[src/rtl/seq_alu_if.sv]
// Request/response bundle for seq_alu: operand request with valid/ready,
// result and flags with valid/ready.
interface seq_alu_if #(
  parameter int WIDTH = 8
);
  logic             in_valid;
  logic             in_ready;
  logic [WIDTH-1:0] A;
  logic [WIDTH-1:0] B;
  logic [3:0]       ALU_Sel;
  logic             out_valid;
  logic             out_ready;
  logic [WIDTH-1:0] ALU_Out;
  logic             CarryOut;
  logic             Z;
  logic             V;
  logic             N;
  logic             Err;

  modport master (
    output in_valid, A, B, ALU_Sel, out_ready,
    input  in_ready, out_valid, ALU_Out, CarryOut, Z, V, N, Err
  );

  modport slave (
    input  in_valid, A, B, ALU_Sel, out_ready,
    output in_ready, out_valid, ALU_Out, CarryOut, Z, V, N, Err
  );
endinterface

[src/rtl/seq_alu.sv]
// Registered ALU with valid/ready handshake. Single-cycle ops finish one
// cycle after accept; shifts iterate one bit per cycle and MUL runs a
// shift-add loop of WIDTH iterations. One operation in flight at a time.
module seq_alu #(
  parameter int WIDTH = 8,
  parameter int SHW   = $clog2(WIDTH) + 1
) (
  input logic   clk,
  input logic   rst,
  seq_alu_if.slave bus
);

  localparam logic [3:0] OP_ADD = 4'b0001;
  localparam logic [3:0] OP_SUB = 4'b0010;
  localparam logic [3:0] OP_NOR = 4'b0011;
  localparam logic [3:0] OP_MUL = 4'b0100;
  localparam logic [3:0] OP_EQ  = 4'b0110;
  localparam logic [3:0] OP_SLT = 4'b1000;
  localparam logic [3:0] OP_SHL = 4'b1011;
  localparam logic [3:0] OP_SHR = 4'b1100;

  localparam logic [SHW-1:0] CNT_FULL = SHW'(WIDTH);
  localparam logic [WIDTH:0] WIDTH_V  = (WIDTH + 1)'(WIDTH);

  typedef enum logic [1:0] {IDLE, BUSY, DONE} state_t;

  state_t             state_q, state_d;
  logic [3:0]         op_q, op_d;
  logic [WIDTH-1:0]   a_q, a_d;
  logic [WIDTH-1:0]   b_q, b_d;
  // Low half is the shift working value; full width is the MUL product
  // register (multiplier starts in the low half and is shifted out).
  logic [2*WIDTH-1:0] prod_q, prod_d;
  logic [SHW-1:0]     cnt_q, cnt_d;
  logic               sc_q, sc_d;
  logic [WIDTH-1:0]   res_q, res_d;
  logic               carry_q, carry_d;
  logic               z_q, z_d;
  logic               v_q, v_d;
  logic               n_q, n_d;
  logic               err_q, err_d;
  logic               in_ready_q, in_ready_d;
  logic               out_valid_q, out_valid_d;

  logic [WIDTH:0]     add_w;
  logic [WIDTH:0]     sub_w;
  logic [WIDTH:0]     mul_sum;
  logic [WIDTH-1:0]   fin_res;
  logic               fin_c;
  logic               fin_v;
  logic               fin_e;

  assign add_w   = {1'b0, a_q} + {1'b0, b_q};
  assign sub_w   = {1'b0, a_q} - {1'b0, b_q};
  assign mul_sum = {1'b0, prod_q[2*WIDTH-1:WIDTH]} + (prod_q[0] ? {1'b0, a_q} : '0);

  // Final result and flags from the captured operands / finished iteration.
  always_comb begin
    fin_res = '0;
    fin_c   = 1'b0;
    fin_v   = 1'b0;
    fin_e   = 1'b0;
    case (op_q)
      OP_ADD: begin
        fin_res = add_w[WIDTH-1:0];
        fin_c   = add_w[WIDTH];
        fin_v   = (a_q[WIDTH-1] == b_q[WIDTH-1]) && (add_w[WIDTH-1] != a_q[WIDTH-1]);
      end
      OP_SUB: begin
        fin_res = sub_w[WIDTH-1:0];
        fin_c   = sub_w[WIDTH];
        fin_v   = (a_q[WIDTH-1] != b_q[WIDTH-1]) && (sub_w[WIDTH-1] != a_q[WIDTH-1]);
      end
      OP_NOR: fin_res = ~(a_q | b_q);
      OP_SLT: fin_res[0] = (a_q < b_q);
      OP_EQ:  fin_res[0] = (a_q == b_q);
      OP_SHL, OP_SHR: begin
        fin_res = prod_q[WIDTH-1:0];
        fin_c   = sc_q;
      end
      OP_MUL: begin
        fin_res = prod_q[WIDTH-1:0];
        fin_c   = |prod_q[2*WIDTH-1:WIDTH];
      end
      default: fin_e = 1'b1;
    endcase
  end

  // Next-state and datapath updates: capture, iterate, finalize, release.
  always_comb begin
    state_d   = state_q;
    op_d      = op_q;
    a_d       = a_q;
    b_d       = b_q;
    prod_d    = prod_q;
    cnt_d     = cnt_q;
    sc_d      = sc_q;
    res_d     = res_q;
    carry_d   = carry_q;
    z_d       = z_q;
    v_d       = v_q;
    n_d       = n_q;
    err_d     = err_q;
    case (state_q)
      IDLE: begin
        if (bus.in_valid) begin
          a_d     = bus.A;
          b_d     = bus.B;
          op_d    = bus.ALU_Sel;
          sc_d    = 1'b0;
          cnt_d   = '0;
          prod_d  = {{WIDTH{1'b0}}, bus.B};
          state_d = BUSY;
          if (bus.ALU_Sel == OP_SHL || bus.ALU_Sel == OP_SHR) begin
            prod_d = {{WIDTH{1'b0}}, bus.A};
            cnt_d  = ({1'b0, bus.B} >= WIDTH_V) ? CNT_FULL : bus.B[SHW-1:0];
          end else if (bus.ALU_Sel == OP_MUL) begin
            cnt_d = CNT_FULL;
          end
        end
      end
      BUSY: begin
        if (cnt_q == '0) begin
          res_d   = fin_res;
          carry_d = fin_c;
          v_d     = fin_v;
          err_d   = fin_e;
          z_d     = (fin_res == '0);
          n_d     = fin_res[WIDTH-1];
          state_d = DONE;
        end else begin
          cnt_d = cnt_q - 1'b1;
          case (op_q)
            OP_SHL: begin
              sc_d                = prod_q[WIDTH-1];
              prod_d[WIDTH-1:0]   = {prod_q[WIDTH-2:0], 1'b0};
            end
            OP_SHR: begin
              sc_d                = prod_q[0];
              prod_d[WIDTH-1:0]   = {1'b0, prod_q[WIDTH-1:1]};
            end
            default: prod_d = {mul_sum, prod_q[WIDTH-1:1]};
          endcase
        end
      end
      DONE: begin
        if (bus.out_ready) state_d = IDLE;
      end
      default: state_d = IDLE;
    endcase
    in_ready_d  = (state_d == IDLE);
    out_valid_d = (state_d == DONE);
  end

  // State and output registers; reset aborts any operation in flight.
  always_ff @(posedge clk or posedge rst) begin
    if (rst) begin
      state_q     <= IDLE;
      op_q        <= '0;
      a_q         <= '0;
      b_q         <= '0;
      prod_q      <= '0;
      cnt_q       <= '0;
      sc_q        <= 1'b0;
      res_q       <= '0;
      carry_q     <= 1'b0;
      z_q         <= 1'b1;
      v_q         <= 1'b0;
      n_q         <= 1'b0;
      err_q       <= 1'b0;
      in_ready_q  <= 1'b1;
      out_valid_q <= 1'b0;
    end else begin
      state_q     <= state_d;
      op_q        <= op_d;
      a_q         <= a_d;
      b_q         <= b_d;
      prod_q      <= prod_d;
      cnt_q       <= cnt_d;
      sc_q        <= sc_d;
      res_q       <= res_d;
      carry_q     <= carry_d;
      z_q         <= z_d;
      v_q         <= v_d;
      n_q         <= n_d;
      err_q       <= err_d;
      in_ready_q  <= in_ready_d;
      out_valid_q <= out_valid_d;
    end
  end

  assign bus.in_ready  = in_ready_q;
  assign bus.out_valid = out_valid_q;
  assign bus.ALU_Out   = res_q;
  assign bus.CarryOut  = carry_q;
  assign bus.Z         = z_q;
  assign bus.V         = v_q;
  assign bus.N         = n_q;
  assign bus.Err       = err_q;

endmodule

[src/flat_wrapper.sv]
// flat-port wrapper written by rule: the top's interface ports become plain ports
module seq_alu_flat 
#(
  parameter int WIDTH = 8,
  parameter int SHW   = $clog2(WIDTH) + 1
)
  (clk, rst, bus_in_valid, bus_A, bus_B, bus_ALU_Sel, bus_out_ready, bus_in_ready, bus_out_valid, bus_ALU_Out, bus_CarryOut, bus_Z, bus_V, bus_N, bus_Err);
  seq_alu_if #(.WIDTH(WIDTH)) bus_i ();
  input logic clk;
  input logic rst;
  input wire logic [$bits(bus_i.in_valid)-1:0] bus_in_valid;
  input wire logic [$bits(bus_i.A)-1:0] bus_A;
  input wire logic [$bits(bus_i.B)-1:0] bus_B;
  input wire logic [$bits(bus_i.ALU_Sel)-1:0] bus_ALU_Sel;
  input wire logic [$bits(bus_i.out_ready)-1:0] bus_out_ready;
  output wire logic [$bits(bus_i.in_ready)-1:0] bus_in_ready;
  output wire logic [$bits(bus_i.out_valid)-1:0] bus_out_valid;
  output wire logic [$bits(bus_i.ALU_Out)-1:0] bus_ALU_Out;
  output wire logic [$bits(bus_i.CarryOut)-1:0] bus_CarryOut;
  output wire logic [$bits(bus_i.Z)-1:0] bus_Z;
  output wire logic [$bits(bus_i.V)-1:0] bus_V;
  output wire logic [$bits(bus_i.N)-1:0] bus_N;
  output wire logic [$bits(bus_i.Err)-1:0] bus_Err;
  assign bus_i.in_valid = bus_in_valid;
  assign bus_i.A = bus_A;
  assign bus_i.B = bus_B;
  assign bus_i.ALU_Sel = bus_ALU_Sel;
  assign bus_i.out_ready = bus_out_ready;
  assign bus_in_ready = bus_i.in_ready;
  assign bus_out_valid = bus_i.out_valid;
  assign bus_ALU_Out = bus_i.ALU_Out;
  assign bus_CarryOut = bus_i.CarryOut;
  assign bus_Z = bus_i.Z;
  assign bus_V = bus_i.V;
  assign bus_N = bus_i.N;
  assign bus_Err = bus_i.Err;
  seq_alu #(.WIDTH(WIDTH), .SHW(SHW)) u_core (.clk(clk), .rst(rst), .bus(bus_i));
endmodule
[config.mk]
export PLATFORM = sky130hd
export DESIGN_NAME = seq_alu_flat
export DESIGN_NICKNAME = d
export VERILOG_FILES = /design/src/rtl/seq_alu_if.sv /design/src/rtl/seq_alu.sv /design/src/flat_wrapper.sv
export SDC_FILE = /design/constraint.sdc
export NUM_CORES = 1
export LEC_CHECK = 0
export BUFFER_PORTS_ARGS = -buffer_cell sky130_fd_sc_hd__buf_2
export CAP_MARGIN = 20
export CORE_MARGIN = 5
export CORE_UTILIZATION = 49
export DETAILED_ROUTE_END_ITERATION = 6
export PLACE_DENSITY = 0.68
export SETUP_SLACK_MARGIN = 0.5
export SYNTH_ARGS = -nofsm -noshare
export SYNTH_HDL_FRONTEND = slang
export SYNTH_SLANG_ARGS = --single-unit
[constraint.sdc]
create_clock -name clk -period 6.5 [get_ports clk]
set_clock_uncertainty 0.05 [all_clocks]
set_input_delay 0.975 -clock clk [delete_from_list [all_inputs] [get_ports clk]]
set_output_delay 0.975 -clock clk [all_outputs]
set_load 0.02 [all_outputs]
# ---- Word level (Yosys, flattened, before mapping)
# Cells that the tools add are included.
dict set report word_totals {
  register_bits 58
  latch_bits 0
  ramBits 0
  romBits 0
  in_bits 24
  out_inout_bits 15
  wordCells 90
  memories 0
}
dict set report op_classes {
  add_sub_neg 4
  multipliers 0
  div 0
  n_lt_le_gt_ge 2
  n_eq_ne 23
  n_shift 0
  mux 26
  bitwise 2
  n_reduce_logical 17
}
# cell n
set ops {}
lappend ops {{two-way mux 16 bit} 2}
lappend ops {{case mux 16 bit (2 select lines)} 1}
lappend ops {{case mux 7 bit (4 select lines)} 1}
lappend ops {{two-way mux 8 bit} 3}
lappend ops {{== test 4 bit, second input constant} 5}
lappend ops {{two-way mux 4 bit} 5}
lappend ops {{case mux 8 bit (2 select lines)} 1}
lappend ops {{OR reduction 8 bit} 2}
lappend ops {{== test 4 x 3 -> 1 bit, second input constant} 3}
lappend ops {{adder 8 x 8 -> 9 bit} 1}
lappend ops {{adder 8 x 9 -> 9 bit} 1}
lappend ops {{subtractor 8 x 8 -> 9 bit} 1}
lappend ops {{== test 4 x 2 -> 1 bit, second input constant} 2}
lappend ops {{== test 8 bit} 1}
lappend ops {{greater-or-equal comparator 8 x 4 -> 1 bit, second input constant} 1}
lappend ops {{logical NOT 8 bit} 1}
lappend ops {{< comparator 8 bit} 1}
lappend ops {{NOT 8 bit} 1}
lappend ops {{bitwise OR 8 bit} 1}
lappend ops {{case mux 4 bit (2 select lines)} 1}
lappend ops {{AND reduction 4 bit} 2}
lappend ops {{two-way mux 2 bit} 3}
lappend ops {{inequality test 2 bit, second input constant} 3}
lappend ops {{case mux 1 bit (2 select lines)} 3}
lappend ops {{20 further kinds} 28}

# ---- Depth between registers and ports, before layout
# Gate-level depths: netlist (run 1).
dict set report logic_depth {
  depth_word 5
  mapped_depth 11
  depth_no_buf 11
}

# ---- Least setup slack after synthesis (run 1)
# OpenSTA, ideal clock, no wires.
dict set report synth_timing {
  path_kind {reg2reg}
  start {register u_core.a_q[0]}
  end {register u_core.z_q (netlist: u_core.bus.Z)}
  setup_time_ps 97
  arrival_time_ps 2404
  required_ps 6353
  setup_slack_ps 3949
  path_stages_with_launch 12
  n_path_buf 0
  synth_period_minus_slack_ps 2551
  cell_sequence {dfrtp_1 inv_1 ha_1 inv_1 fa_1 nor3b_2 nor3_1 o221a_1 o21ai_1 a2111oi_1 nand4_1 o41ai_2}
}
dict set report synth_via {
  elab_chain_cells 4
  elab_cells_between_ends 9
  classes_between {add/sub: 2; order compare: 1; eq/ne: 1; mux: 2; bitwise: 2; reduce/logical: 1}
}
# element line_no
set synth_rtl {}
lappend synth_rtl {{from (decl)} seq_alu.sv:29} ;# logic [WIDTH-1:0] a_q, a_d;
lappend synth_rtl {{from (signal assigned)} seq_alu.sv:160} ;# a_q <= '0;
lappend synth_rtl {{from (signal assigned)} seq_alu.sv:176} ;# a_q <= a_d;
lappend synth_rtl {{branches (longest 3 deep; another with subtractor 8 x 8 -> 9 bit)} --}
lappend synth_rtl {{logical NOT 8 bit *} seq_alu.sv:128} ;# z_d = (fin_res == '0);
lappend synth_rtl {{to (signal assigned)} seq_alu.sv:183} ;# z_q <= z_d;
lappend synth_rtl {{to (decl)} seq_alu.sv:38} ;# logic z_q, z_d;
# Mark *: on every way between the ends.
# A chain may end at the register's enable or synchronous reset.

# ---- Worst setup path after layout (run 1)
dict set report layout_timing {
  start {register u_core.cnt_q[0]}
  end {register u_core.z_q (netlist: u_core.bus.Z)}
}
dict set report layout_via {
  elab_chain_cells 2
}
# element line_no
set layout_rtl {}
lappend layout_rtl {{from (decl)} seq_alu.sv:34} ;# logic [SHW-1:0] cnt_q, cnt_d;
lappend layout_rtl {{from (signal assigned)} seq_alu.sv:179} ;# cnt_q <= cnt_d;
lappend layout_rtl {{logical NOT 4 bit} seq_alu.sv:123} ;# if (cnt_q == '0) begin
lappend layout_rtl {{AND reduction 2 bit (no line)} --}
# Every way passes these cells.

==> metrics.txt, run 1 <==
Port Buffers 38; crit path max fanout 13; TritonCTS buffer count 9; Clock Tree Root clkbuf_8; vias in the first global route ~3,700; Worst IR Drop VDD 250.0 uV; Unique masters post-synth 70; initial core utilization 0.5044; post-CTS sizing 0; sequential fraction of the synthesis area 0.3430; Setup Viol. Count Final 0; Inserted Diodes 0; top post-synthesis cells by area dfrtp_1 (33%), ha_1 (9.9%), nand2_1 (6.6%); max-slew violations 0; Async SR Flop Fraction 1.000; Yosys top cell by area dfrtp_1; vias per cell between 6 and 7; DR WL/cell 18.35 microns; switching share of total power 0.4906; final core utilization 0.5605; WP data required 6.71 ns; Final Cell Area 4628 sq um; Clk pwr share 0.162; Post-synth EDFFs 0; cell-internal power roughly 0.0014 W; period utilization 0.4965; H-Tree Depth 3; synthesized instance count about 480; DIE HEIGHT a little over 100 microns; # IOs 39; core area 8258 sq um; Reg clk slew, reported paths around 0.08 ns; Synth top area share 0.3304; DRC 0; DP Wirelength approximately 8.5 mm; largest net degree at the start of global routing just under 60; Pwr Total 0.002691 W; clock sink count between 50 and 60; global-route wire length before repair 18.75 mm; crit path DAT approximately 3.4 ns; crit start category flip-flop; dominant synthesized flop cell dfrtp_1; Max Root-Sink Buffers 2; actual slew at the worst max-slew pin 1.012 ns; CTS tree done; Final Wtd Congestion roughly 0.89; Seq pwr share 0.264; Final Hold Viols 0; switching pwr ~0.0013 W; Yosys warnings 0; critical-path cell list inv_1 > ha_1 > nor3b_1 > nand2_1 > a2111oi_0 > and2_1 > nand4_1 > o41ai_2; most frequent cells in the layout nand2_1 (73), dfrtp_1 (55), o21ai_0 (43); Mapped Area between 4000 and 5000 sq um; RSZ-0062 raised after global routing false; P&R area growth vs syn 11.11%; Overflow after GRT 0; Crit-path slowest cell a2111oi_0; CP peak stage delay approximately 0.92 ns; run status completed; Detail Route Antenna Nets 0; Setup crit end kind flip-flop; Rows 33; share of cells above drive strength 1 0.1537; combinational fraction of design power 0.574; area of the die 10,440 sq um; hold_ws 0.4174 ns; DRT iter0 DRCs approximately 330; commonest non-fill, non-tap cell in the layout nand2_1; Post-CTS Hold Fix Bufs 0; critical path type reg -> reg; PwrDens roughly 580 nW/um^2; minimum clock period 3.227 ns; Vias 3,722; f_max slightly above 0.3 GHz; setup_tns 0 ns; Skew-Pair Late Insertion Delay 0.36 ns; Die W 102.2 microns; Leakage approximately 2.2 nW; Synth Register Bits 57; net count after synthesis 542; max capacitance violation total 0; Post-CTS Setup Repair Bufs 0; Rel. slew slack 0.3081; Pre-Repair DR Iteration Count 5; initial antenna violation count 0; hold crit path type reg -> reg; total wire length 11.36 mm; overall routing resource usage 0.2325; syn_area_per_cell roughly 8.6 sq um; nets 569; Placed Area 4374 sq um
## stage by stage
stage          setup WS [ns]  std cells
2_1_floorplan          3.949        482
3_3_place_gp           3.498        603
3_5_place_dp           3.414        603
4_1_cts                3.372        619
5_1_grt                3.014        619
6_report               3.273        619
## power groups by stage
stage          Clock (W)  Combinational [W]  Sequential [W]
2_1_floorplan          0            0.00118        0.000678
3_3_place_gp           0            0.00151        0.000710
3_5_place_dp           0            0.00152        0.000715
4_1_cts         0.000441            0.00153        0.000708
5_1_grt         0.000459            0.00172        0.000735
6_report        0.000436            0.00154        0.000711
## registers in the layout (all words and copies together), names as in the netlist
signal	count
u_core.prod_q	16
u_core.a_q	8
u_core.b_q	8
u_core.bus.ALU_Out	7
u_core.cnt_q	4
u_core.op_q	4
u_core.state_q	2
u_core.bus.CarryOut	1
u_core.bus.Err	1
u_core.bus.N	1
u_core.bus.V	1
u_core.bus.Z	1
u_core.bus.in_ready	1
u_core.bus.out_valid	1
u_core.sc_q	1
## worst max-delay path: cells and delay by family (launching register included)
kind,cells,cell delay [ns]
fa+ha+maj,1,0.19
compound gates,2,1.22
simple gates,4,1.19
flops,1,0.38
buf+inv,1,0.09
## cell families after synthesis
group | Yosys count | share of synthesized area
simple gates | 158 | 0.1974
compound gates | 149 | 0.2295
buf+inv | 60 | 0.06428
flops | 57 | 0.3430
fa+ha+maj | 36 | 0.1135
mux | 13 | 0.03334
xor+xnor | 9 | 0.01893
## cells in the mapped netlist (all sizes together), types with 3 or more instances
cell type,number
nor2b,3
a22o,3
a21oi,36
a211oi,9
and2,10
a21o,5
nand3,6
ha,33
clkbuf,13
o221a,3
a22oi,5
mux2i,6
o31ai,3
a31oi,6
fa,3
a221oi,4
xnor2,8
nor3,8
nand2,74
o21ai,48
nor4,5
nor2,23
inv,36
dfrtp,55
mux2,7
buf,11
nand3b,4
o21bai,4
nor3b,7
nor4b,4
## metal layers
metal  global-route usage  wire length (microns)  vias up
met5                    0                      0        -
met4              0.07366                    206        0
met3              0.05188                   1043       19
met2               0.3503                   5189      167
met1               0.3329                   4918     1757
li1                     -                      -     1779
## cell type report
type / count / area (sq um)
clock inverters: 4 / 98.84
fillers: 770 / 3630
inverters: 36 / 135.1
repair buffers: 40 / 205.2
flip-flops and latches: 57 / 1429
well taps: 105 / 131.4
multi-input cells: 365 / 2474
clock buffers: 12 / 155.1
## path summary, 6_finish.rpt
| path | endpoint | slack [ns] | cells past startpoint | from |
|---|---|---|---|---|
| max | u_core.bus.Z | 3.27 | 8 | u_core.cnt_q[0] |
| min | u_core.bus.ALU_Out[3] | 0.42 | 2 | u_core.bus.ALU_Out[3] |
| max reg2reg | u_core.bus.Z | 3.27 | 8 | u_core.cnt_q[0] |
| min reg2reg | u_core.bus.ALU_Out[3] | 0.42 | 2 | u_core.bus.ALU_Out[3] |
| max in group asynchronous | u_core.bus.ALU_Out[5] | 5.12 | 3 | rst |
| min in group asynchronous | u_core.bus.ALU_Out[2] | 0.77 | 3 | rst |
No activity file was read; power rests on OpenSTA's default activity.
==> inputs of run 2 (changes only) <==
Settings changed: PLACE_DENSITY 0.68 to 0.7.
Clock period 6.5 ns to 2.6 ns, I/O delays scaled along.
==> run 2 against run 1 <==
Effect of this change: fmax increased by 34%; clock-buffer cell count down 2; utilization rose by 7.7 points; cell area increased by 14%; power grew to 2.9 times the previous value.
==> metrics.txt, run 2 (synthesized netlist as in run 1, its figures left out) <==
run status completed; critical-path cell list ha_2 > fa_2 > nand3_2 > nand2_1 > a221oi_1 > o21ai_1 > a2111oi_2 > nand4_1 > o41ai_2; Vias 3,947 (+6.0%); # IOs 39 (unchanged); Cell Count Post-Placement 635 (+5.3%); Setup Viol. Count Final 0 (unchanged); initial antenna violation count 0 (unchanged); Final Hold Viols 0 (unchanged); clock sink count 57 (unchanged); vias per cell 5.891 (-2.0%); DRT iter0 DRCs 192 (-42%); P&R area growth vs syn 26.37%; Max Root-Sink Buffers 2 (unchanged); DRC 0 (unchanged); Crit Reg-Reg Startpoint u_core.b_q[0]; crit path max fanout 3 (-10); Clock Tree Root clkbuf_8; crit path DAT 2.61 ns (-0.83 ns); hold_ws 0.06288 ns (-0.3546 ns); Die W 102.2 microns (unchanged); Post-CTS Hold Fix Bufs 0 (unchanged); vias in the first global route 3,932 (+7.1%); nets 620 (+9.0%); H-Tree Depth 3 (unchanged); max reg flops 16 (unchanged); most frequent cells in the layout nand2_1 (72), dfrtp_1 (54), buf_4 (51); Reg clk slew, reported paths 0.08 ns (about the same); fillcell total 710 (-7.8%); CTS tree done; max-slew violations 0 (unchanged); cells on worst reg2reg path 9 (+1); core area 8258 sq um (unchanged); Worst IR Drop VDD 649.3 uV (+160%); reg-to-reg slack, setup 0.18 ns (-3.09 ns); Inserted Diodes 0 (unchanged); Setup crit end kind flip-flop; final core utilization 0.6374 (+0.07697); commonest non-fill, non-tap cell in the layout nand2_1; global-route wire length before repair 19.98 mm (+6.5%); WP data required 2.80 ns (-3.91 ns); critical path type reg -> reg; FF-to-FF End u_core.bus.Z; setup_tns 0 ns (unchanged); total wire length 12.47 mm (+9.8%); Largest Register u_core.prod_q; Overflow after GRT 0 (unchanged); max capacitance violation total 0 (unchanged); Reg area 1430 sq um (about the same); Port Buffers 38 (unchanged); share of cells above drive strength 1 0.3363 (+0.1826); largest registers u_core.prod_q x16, u_core.a_q x8, u_core.b_q x8; actual slew at the worst max-slew pin 0.8463 ns (-0.1654 ns); PwrDens 1491 nW/um^2 (+160%); Crit-path slowest cell dfrtp_1; Leakage 2.423 nW (+12%); period utilization 0.9289 (+0.4324); Finished Layout Cells 670 (+8.2%); Rows 33 (unchanged); DIE HEIGHT 102.2 microns (unchanged); Rel. slew slack 0.4320 (+0.1239); Final Wtd Congestion 0.8887 (-0.36%); Pre-Repair DR Iteration Count 5 (unchanged); overall routing resource usage 0.2474 (+0.01489); hold crit path type in -> async; TritonCTS buffer count 9 (unchanged); Detail Route Antenna Nets 0 (unchanged); area of the die 10,440 sq um (unchanged); Skew-Pair Late Insertion Delay 0.34 ns (-0.02 ns); worst setup margin 0.1848 ns (-3.088 ns); multi-input logic area 2774 sq um (+12%); DP Worst Slack 0.06279 ns (-3.351 ns); RSZ-0062 raised after global routing true; minimum clock period 2.415 ns (-0.8121 ns); DP Wirelength 9.427 mm (+11%); CP peak stage delay 0.44 ns (-0.48 ns); f_max 0.4140 GHz (+34%); largest net degree at the start of global routing 40 (-31%); initial core utilization 0.5044 (unchanged); crit start category flip-flop; DR WL/cell 18.61 microns (+1.4%)
-- run 2: layout make-up --
class | count | area share
flip-flops and latches | 57 | 0.2717
repair buffers | 91 | 0.1131
clock inverters | 6 | 0.01284
inverters | 36 | 0.02615
multi-input cells | 365 | 0.5270
well taps | 105 | 0.02496
clock buffers | 10 | 0.02425
-- run 2: worst max-delay path by stage --
stage,startpoint,to,cells past startpoint
6_report,u_core.b_q[0],u_core.bus.Z,9
5_1_grt,u_core.b_q[2],u_core.bus.Z,10
4_1_cts,u_core.b_q[1],u_core.bus.Z,10
3_5_place_dp,u_core.b_q[0],u_core.bus.Z,10
3_3_place_gp,u_core.b_q[0],u_core.bus.Z,10
2_1_floorplan,u_core.b_q[0],u_core.bus.Z,9
-- run 2: repair_timing --
item,4_1_cts,5_1_grt
pin swaps,17,17
hold endpoints to repair,0,0
buffers inserted,8,11
endpoints found under the setup margin,11,15
resized for setup,21,37
-- run 2: power by group --
part / switching (W) / internal, W
sequential: 0.000383 / 0.00130
combinational: 0.00303 / 0.00230
clock: 0.000398 / 0.000446
total: 0.00381 / 0.00404
-- run 2: through the flow --
step	power, W	instance area, sq um
after floorplan	0.004841	4264
after global placement	0.006046	4693
after detailed placement	0.006160	4693
after CTS	0.007328	5050
after global routing	0.008437	5264
final	0.007851	5264
-- run 2: worst max-delay path, delay by kind of cell, from the launching register on --
kind / cells / cell delay, ns
compound gates: 4 / 0.91
fa+ha+maj: 2 / 0.59
flops: 1 / 0.44
simple gates: 3 / 0.32
-- run 2: metal layers --
metal | GRT usage | wire length, microns
met1 | 0.3491 | 5634
met2 | 0.3978 | 5931
met3 | 0.04846 | 819
met4 | 0.04945 | 82
met5 | 0 | 0
